<file path="src/rtl/result_reader.sv">
// result_reader: streams DEPTH words from a synchronous-read result memory onto a valid/ready port
// Ports:
//   clk       rising-edge clock
//   rst       asynchronous active-low reset
//   start     run request level; a run begins when it falls after being seen high
//   mem_re    result-memory read enable (asserted only while requesting a word)
//   mem_addr  result-memory read address (always the word counter)
//   mem_data  result-memory read data, valid one cycle after mem_re
//   out_data  streamed result word
//   out_valid out_data holds a word waiting for out_ready
//   out_ready downstream accepts the word
//   busy      a run is in progress
//   done      one-cycle end-of-run pulse
module result_reader #(
    parameter int DATA_W = 16,
    parameter int ADDR_W = 4,
    parameter int DEPTH  = 16
) (
    input  logic              clk,
    input  logic              rst,
    input  logic              start,
    output logic              mem_re,
    output logic [ADDR_W-1:0] mem_addr,
    input  logic [DATA_W-1:0] mem_data,
    output logic [DATA_W-1:0] out_data,
    output logic              out_valid,
    input  logic              out_ready,
    output logic              busy,
    output logic              done
);
    typedef enum logic [2:0] {S_IDLE, S_ARM, S_REQ, S_WAIT, S_HOLD, S_DONE} state_t;
    localparam logic [ADDR_W-1:0] LAST = ADDR_W'(DEPTH - 1);
    state_t state, state_nx;
    logic [ADDR_W-1:0] cnt, cnt_nx;
    logic [DATA_W-1:0] data_nx;
    logic xfer;
    always_ff @(posedge clk or negedge rst) begin
        if (!rst) begin
            state    <= S_IDLE;
            cnt      <= '0;
            out_data <= '0;
        end else begin
            state    <= state_nx;
            cnt      <= cnt_nx;
            out_data <= data_nx;
        end
    end
    assign xfer = out_valid & out_ready;
    always_comb begin
        state_nx = state;
        cnt_nx   = cnt;
        data_nx  = out_data;
        case (state)
            S_IDLE: state_nx = start ? S_ARM : S_IDLE;
            S_ARM: begin
                cnt_nx   = '0;
                state_nx = start ? S_ARM : S_REQ;
            end
            S_REQ:  state_nx = S_WAIT;
            S_WAIT: begin
                data_nx  = mem_data;
                state_nx = S_HOLD;
            end
            S_HOLD: begin
                // the counter stops at the last address so it never wraps
                if (xfer) begin
                    state_nx = (cnt == LAST) ? S_DONE : S_REQ;
                    cnt_nx   = (cnt == LAST) ? cnt : cnt + 1'b1;
                end
            end
            S_DONE:  state_nx = S_IDLE;
            default: state_nx = S_IDLE;
        endcase
    end
    // all outputs are decoded from registered state, so reset clears them immediately
    assign mem_re    = (state == S_REQ);
    assign mem_addr  = cnt;
    assign out_valid = (state == S_HOLD);
    assign busy      = (state == S_ARM) || (state == S_REQ) || (state == S_WAIT) || (state == S_HOLD);
    assign done      = (state == S_DONE);
endmodule

</file>
<file path="config.mk">
export PLATFORM = sky130hd
export DESIGN_NAME = result_reader
export DESIGN_NICKNAME = d
export VERILOG_FILES = /design/src/rtl/result_reader.sv
export SDC_FILE = /design/constraint.sdc
export NUM_CORES = 1
export LEC_CHECK = 0
export ABC_AREA = 1
export CORE_MARGIN = 5
export CORE_UTILIZATION = 30
export DETAILED_ROUTE_END_ITERATION = 12
export PLACE_DENSITY = 0.67
export SETUP_SLACK_MARGIN = 0.5
export SYNTH_ARGS = -nofsm -noshare
export SYNTH_HDL_FRONTEND = slang
export SYNTH_SLANG_ARGS = --single-unit
</file>
<file path="constraint.sdc">
create_clock -name clk -period 1.3 [get_ports clk]
set_clock_uncertainty 0.2 [all_clocks]
set_input_delay 0.325 -clock clk [delete_from_list [all_inputs] [get_ports clk]]
set_output_delay 0.325 -clock clk [all_outputs]
set_load 0.005 [all_outputs]
</file>
# Yosys cells after proc, flatten, opt, wreduce, memory -nomap -nowiden
# Cells that the tools add are included.
[totals]
reg_bits = 23
latch_bits = 0
ramBits = 0
romBits = 0
input_bits = 20
out_inout_bits = 24
wordCells = 27
mem_count = 0
[classes]
addsub = 1
multipliers = 0
div = 0
n_lt_le_gt_ge = 0
n_eq_ne = 8
shifts = 0
n_mux = 8
bitwise = 1
reduce_logical = 6
[ops]
columns = ["op", "count"]
rows = [
  ["$pmux 3 s5", 1],
  ["$mux 4", 2],
  ["$pmux 4 s2", 1],
  ["$eq 3x2->1 const B", 2],
  ["$eq 3x3->1 const B", 2],
  ["$mux 3", 2],
  ["$add 4x1->4 const B", 1],
  ["$eq 4x4->1 const B", 1],
  ["$eq 3x1->1 const B", 1],
  ["$logic_not 3->1", 1],
  ["$logic_or 1x1->1", 3],
  ["$reduce_and 3->1", 1],
  ["$mux 2", 1],
  ["$ne 2x1->1 const B", 1],
  ["$ne 2x2->1 const B", 1],
  ["$reduce_bool 2->1", 1],
  ["$and 1x1->1", 1],
  ["$mux 1", 1],
]

# Depth between registers and ports, before layout
# Gate-level depths: netlist of the first run.
[depth]
word_depth = 4
ltp_mapped = 7
mapped_depth_nobuf = 7

# Least setup slack after synthesis of the first run
# Ideal clock, no wire load.
[synth_path]
path_kind = "register to register"
startpoint = "register cnt[0], in the netlist mem_addr[0]"
endpoint = "register cnt[0], in the netlist mem_addr[0]"
setup_ns = 0.066
arrival_ns = 1.189
t_required_ns = 1.034
setup_slack_ns = -0.155
stages_incl_launch_ff = 7
n_path_buf = 0
synth_period_minus_slack_ns = 1.455
cell_sequence = "dfrtp_1 -> ha_1 -> nand3_1 -> inv_1 -> o21ai_0 -> nand3_1 -> nand2_1"
[synth_via]
elab_chain_len = 4
word_cells_on_any_way = 7
classes_between = "add/sub (1); eq/ne (2); mux (3); reduce/logical (1)"
[synth_lines]
columns = ["element", "line", "source"]
rows = [
  ["from (decl)", "34", "logic [ADDR_W-1:0] cnt, cnt_nx;"],
  ["from (signal assigned)", "44", "cnt <= cnt_nx;"],
  ["$add 4x1->4", "68", "cnt_nx = (cnt == LAST) ? cnt : cnt + 1'b1;"],
  ["$mux 4", "68", ""],
  ["$mux 4", "66", "if (xfer) begin"],
  ["$pmux 4 s2", "53", "case (state)"],
]
# Several ways; a longest one is shown, not always the timed one. The select of a mux whose other input is x is not followed.
# A chain may end at the register's enable or synchronous reset.

# Worst setup path after layout of the first run
[layout_path]
startpoint = "register state[0]"
endpoint = "register cnt[3], in the netlist mem_addr[3]"
[layout_via]
elab_chain_len = 4
word_cells_on_any_way = 8
classes_between = "eq/ne (4); mux (1); bitwise (1); reduce/logical (2)"
[layout_lines]
columns = ["element", "line", "source"]
rows = [
  ["from (decl)", "33", "state_t state, state_nx;"],
  ["from (signal assigned)", "43", "state <= state_nx;"],
  ["$eq 3x3->1", "53, 78", ""],
  ["$and 1x1->1", "48", "assign xfer = out_valid & out_ready;"],
  ["$ne 2x1->1 (no source line)", "-", ""],
  ["$reduce_and 3->1 (no source line)", "-", ""],
]
# Several ways; a longest one is shown, not always the timed one.

==> results of run 1 <==
## power breakdown
group	total, mW	switching (mW)	internal, mW
clock	0.320	0.201	0.120
sequential	1.22	0.182	1.04
combinational	3.03	1.23	1.81
total	4.57	1.61	2.96
## worst max-delay path by stage
stage                  end  cells past startpoint
4_1_cts        mem_addr[3]                     12
2_1_floorplan         busy                      5
3_3_place_gp          busy                      6
5_1_grt               busy                      7
3_5_place_dp          busy                      6
6_report       mem_addr[3]                     12
## timing repair
action | in CTS | in global routing
hold buffers | 0 | 0
endpoints found under the hold margin | 0 | 0
setup endpoints to repair | 47 | 47
cloned | 2 | 0
gates resized for setup | 135 | 18
pin swaps | 10 | 16
buffers inserted | 23 | 7
## cells by family (layout without fill, tap and decap cells)
family	count (synthesis)	in the layout	synth area share, %
AO/OA/AOI/OAI	5	5	2.48
multiplexers	16	16	20.2
AND/OR/NAND/NOR	37	39	16.4
adder cells (fa/ha/maj)	1	1	1.18
buffers and inverters	11	104	4.60
XOR/XNOR	1	1	0.827
flip-flops	23	23	54.3
## state kept, by name, summed over array words and instances (netlist names)
register and count:
mem_addr 4, out_data 16, state 3
## layout by cell type, fill, tap and decap left out
| cell type | instances |
|---|---|
| o21ai_4 | 1 |
| buf_6 | 19 |
| ha_2 | 1 |
| inv_8 | 1 |
| nand2_4 | 2 |
| buf_4 | 27 |
| clkdlybuf4s50_1 | 19 |
| nor3_2 | 1 |
| a31oi_4 | 1 |
| nand4_1 | 1 |
| nor2_4 | 4 |
| mux2_4 | 16 |
| o21ai_0 | 1 |
| xnor2_1 | 1 |
| nand2_1 | 12 |
| buf_2 | 23 |
| nand2_2 | 2 |
| a21oi_2 | 1 |
| inv_1 | 5 |
| nand3_1 | 4 |
| inv_2 | 4 |
| buf_12 | 2 |
| nand3_2 | 3 |
| nand3_4 | 6 |
| nor2_1 | 4 |
| clkbuf_1 | 1 |
| dfrtp_1 | 23 |
| clkbuf_4 | 3 |
| o21ai_1 | 1 |
## worst register-to-register path, delay by kind of cell, from the launching register on
family | cells | cell delay, ns
AO/OA/AOI/OAI | 1 | 0.10
buffers and inverters | 6 | 0.67
flip-flops | 1 | 0.42
AND/OR/NAND/NOR | 5 | 0.39
## per-stage QoR
step                hold slack (ns)  area (um2)
floorplan                    -0.171        1070
global placement              0.290        1700
global route                  0.147        2100
CTS                           0.154        1950
detailed placement            0.295        1700
finish                        0.164        2100
## cell type report
cell class	count	area, um2	area share, %
timing repair buffer	90	762	36.3
multi-input combinational	62	632	30.1
sequential	23	576	27.4
clock buffer	4	26.3	1.25
tap	46	57.6	2.74
inverter	10	45.0	2.15
## routing by layer
| layer | global-route usage (%) | share of wire [%] | wire length (um) | vias up |
|---|---|---|---|---|
| met1 | 17.1 | 41 | 1440 | 531 |
| met5 | 0 | 0 | 0 | - |
| met4 | 6.29 | 0.62 | 22 | 0 |
| li1 | - | - | - | 506 |
| met3 | 2.75 | 4.3 | 151 | 2 |
| met2 | 25.3 | 54 | 1920 | 35 |
==> reports/metrics.csv, run 1 <==
metric;value;unit
Slew Viols, Final;0;
Fill cells;247;
register area share after synthesis;54.3;%
Largest delay share family, worst path;buffers and inverters;
Ant. Diodes;0;
Die Y-Extent;69.4;um
r2r startpoint;state[0];
Core Footprint;3390;um2
Place WS;-0.576;ns
final net count;211;
EDFF count, synth;0;
synthesis-to-finish area growth;98.0;%
synth unique cells;18;
GR Overflow Total;0;
htree depth;1;
vias in the first global route;1197;
CP Buf/Inv Count;6;
min Tclk post-route;1.88;ns
Port Buf Inserts;43;
crit end category;register;
starting density of the core;31.3;%
synth top area cells;dfrtp_1, mux2_4, mux2_2;
number of synthesized register bits;23;
top_reg_cell synth;dfrtp_1;
die width;69.4;um
Synth top cells by count;dfrtp_1, nand2_1, inv_1, mux2_4, nand3_1;
Synth top area share;54.3;%
Syn. warnings;0;
worst setup margin;-0.579;ns
Worst Setup SP;state[0];
worst hold-check path type;in2async;
slowest CP cell;dfrtp_1;
worst r2r path cells;12;
layout cell share with drive strength beyond 1;61.9;%
Cells after Synth;94;
vias after detailed routing;1074;
DRT antenna net count;0;
Max Fclk;532;MHz
Max-Cap Viols;0;
Max clock buf depth;2;
worst stage delay on the critical path;0.42;ns
Worst-Margin Slew;0.295;ns
per-cell routed wire length;15.0;um
first-pass GRT wire length;5.72;mm
fin util;61.9;%
status;complete, but fails checks;
die area;4820;um2
clk slew on worst S/H paths;0.12;ns
fin crit share;145;%
Num CTS Buffers;3;
critical path, cell by cell;buf_6 -> nor2_4 -> nand2_2 -> buf_6 -> buf_6 -> buf_6 -> buf_6 -> buf_6 -> a21oi_2 -> nor2_1 -> nand2_1 -> nand2_1;
Worst EP required;1.30;ns
RSZ-0062 raised after global routing;yes;
power per cell area;2180;nW/um2
DR iter-0 viols;35;
slew margin rel.;80.2;%
total power;4.57;mW
setup_tns;-11.84;ns
Final Routed Wirelength;3.53;mm
final setup vio count;47;
Max rail drop VDD;1.16;mV
First-pass DRT Iterations;4;
total track usage;14.5;%
Worst Setup Start Kind;register;
path type of the worst setup path;reg2reg;
R2R Setup Slk;-0.58;ns
violated checks;negative setup slack;
Hold Fails Final Rpt;0;
root buf cell;clkbuf_4;
CP dominant cell by count;buf_6;
Leak;1.07;nW
Clock Sinks;23;
Layout Cells excl Fill;235;
pin count of the biggest net entering global routing;24;
HPWL Detailed;2.01;mm
syn nets;115;
placed insts;199;
Rows;21;
clock latency on the worst-skew pair;0.30;ns
FFs w/ async S/R, synth;100;%
vias per cell;4.57;
DR DRC count;0;
gpl congestion;0.815;
Syn Area/Cell;11.3;um2
Synth Cell Area;1060;um2
R2R Path End;mem_addr[3];
I/O pins;44;
CTS tree;yes;
Yosys top cell by area;dfrtp_1;
WP data arrival;1.88;ns
initial antenna violation count;0;
cell with the most instances after synthesis;dfrtp_1;
CP Max Fanout;4;
Note: power is estimated with default switching activity, not from simulation.
==> run 2, diff against run 1 <==
- CAP_MARGIN: unset -> 20
==> results of run 2 <==
The final DEF is identical to that of run 1; final timing and power are the same.
==> run 3, diff against run 2 <==
- SKIP_LAST_GASP: unset -> 1
==> reports/metrics.csv, run 3 (synthesis gave the netlist of run 1 again) <==
metric;value;unit;change
RSZ-0062 raised after global routing;yes;;
Hold Slack;0.164;ns;-0.0000250 ns
most common cell after layout, fill and taps aside;buf_4;;
status;complete, but fails checks;;
Leak;1.07;nW;-0.16%
WP data arrival;1.89;ns;about the same
GR Overflow Total;0;;unchanged
Port Buf Inserts;43;;unchanged
Ant. Diodes;0;;unchanged
setup_tns;-11.83;ns;+0.0130 ns
die width;69.4;um;unchanged
Max-Cap Viols;0;;unchanged
vias per cell;4.58;;+0.28%
per-cell routed wire length;15.0;um;-0.31%
worst hold-check path type;in2async;;
htree depth;1;;unchanged
Max rail drop VDD;1.16;mV;-0.16%
Seq pwr share;26.7;%;about the same
Die Y-Extent;69.4;um;unchanged
Switching Share;35.2;%;about the same
First-pass DRT Iterations;4;;unchanged
clock latency on the worst-skew pair;0.30;ns;about the same
GR Util met1;17.1;%;unchanged
die area;4820;um2;unchanged
Worst EP required;1.30;ns;about the same
Psw;1.61;mW;-0.26%
Worst-Margin Slew;0.296;ns;+0.000716 ns
crit end category;register;;
initial antenna violation count;0;;unchanged
CP Max Fanout;4;;unchanged
Max Fclk;531;MHz;-0.26%
final setup vio count;47;;unchanged
met3 usage;2.75;%;unchanged
Max clock buf depth;2;;unchanged
max FFs per register;16;;unchanged
layout cell share with drive strength beyond 1;61.9;%;unchanged
synthesis-to-finish area growth;97.6;%;
Core Footprint;3390;um2;unchanged
Worst Setup Start Kind;register;;
first-pass GRT wire length;5.72;mm;unchanged
fin crit share;145;%;+0.38 points
Clock Power Share;7.0;%;about the same
slew margin rel.;80.2;%;about the same
P_int;2.95;mW;-0.28%
placed insts;199;;unchanged
min Tclk post-route;1.88;ns;+0.00498 ns
pin count of the biggest net entering global routing;24;;unchanged
Comb power frac;66.2;%;about the same
DRT antenna net count;0;;unchanged
Num CTS Buffers;3;;unchanged
DR iter-0 viols;41;;+17%
final net count;211;;unchanged
path type of the worst setup path;reg2reg;;
violated checks;negative setup slack;;
vias in the first global route;1197;;unchanged
Hold Fails Final Rpt;0;;unchanged
total track usage;14.5;%;unchanged
starting density of the core;31.3;%;unchanged
I/O pins;44;;unchanged
worst setup margin;-0.584;ns;-0.00498 ns
clk slew on worst S/H paths;0.12;ns;about the same
DR DRC count;0;;unchanged
Layout Cells excl Fill;235;;unchanged
power per cell area;2180;nW/um2;about the same
Final Routed Wirelength;3.52;mm;-0.31%
Slew Viols, Final;0;;unchanged
Fill cells;246;;-0.40%
root buf cell;clkbuf_4;;
CTS tree;yes;;
HPWL Detailed;2.01;mm;unchanged
GRT busiest layer;met2;;
Top reg by flops;out_data;;
vias after detailed routing;1077;;+0.28%
grt met2 use;25.3;%;unchanged
Rows;21;;unchanged
most frequent cells in the layout;buf_4, dfrtp_1, buf_2, clkdlybuf4s50_1, buf_6;;
gpl congestion;0.815;;unchanged
Clock Sinks;23;;unchanged
==> run 3: cell counts in the layout (fill, tap and decap cells not counted) <==
No cell type changed its count.
==> run 3: metrics by stage <==
step                util [%]  area, um2  power (mW)  setup slack [ns]
floorplan                  -       1070        2.11            -0.107
global placement        50.2       1700        3.26            -0.521
detailed placement      50.2       1700        3.31            -0.576
CTS                     57.4       1950        4.14            -0.534
global route            61.8       2090        4.85            -0.654
finish                  61.8       2090        4.56            -0.584
==> run 3: power groups by stage <==
stage | Combinational (mW) | Clock (mW) | Sequential [mW]
after floorplan | 0.834 | 0 | 1.28
after global placement | 2.02 | 0 | 1.23
after detailed placement | 2.06 | 0 | 1.24
after CTS | 2.60 | 0.329 | 1.21
after global routing | 3.22 | 0.366 | 1.26
final | 3.02 | 0.320 | 1.22
==> run 3: critical path, cell delays in order, from the launching register on <==
cell and delay (ns):
dfrtp_1 0.42, buf_6 0.13, nor2_4 0.11, nand2_2 0.08, buf_6 0.12, buf_6 0.10
buf_6 0.10, buf_6 0.10, buf_6 0.12, a21oi_2 0.10, nor2_1 0.06, nand2_1 0.07
nand2_1 0.06
==> run 3: what timing repair did <==
item | 4_1_cts | 5_1_grt
hold buffers | 0 | 0
setup endpoints to repair | 47 | 47
pin swaps | 10 | 16
buffers inserted | 23 | 7
resized for setup | 133 | 19
cloned | 2 | 0
==> run 3: cell type report <==
cell class | instances | area [um2] | share of cell area [%]
Clock buffer | 4 | 26.3 | 1.25
Inverter | 10 | 45.0 | 2.15
Timing Repair Buffer | 90 | 758 | 36.2
Tap cell | 46 | 57.6 | 2.75
Sequential cell | 23 | 576 | 27.5
Multi-Input combinational cell | 62 | 632 | 30.2
==> run 3: worst paths after layout <==
path / endpoint / cells after the start / slack (ns) / from
min: out_data[2] / 2 / 0.16 / rst
max: mem_addr[3] / 12 / -0.58 / state[0]
min reg2reg: out_data[6] / 1 / 0.32 / out_data[6]
min in group clk: out_data[6] / 1 / 0.32 / out_data[6]
max in group asynchronous: mem_addr[0] / 2 / 0.60 / rst
max reg2reg: mem_addr[3] / 12 / -0.58 / state[0]
==> run 3: layer usage <==
layer	wire length (um)	share of wire (%)	vias to the layer above
li1	-	-	509
met1	1430	41	529
met2	1910	54	37
met3	156	4.4	2
met4	22	0.62	0
met5	0	0	-
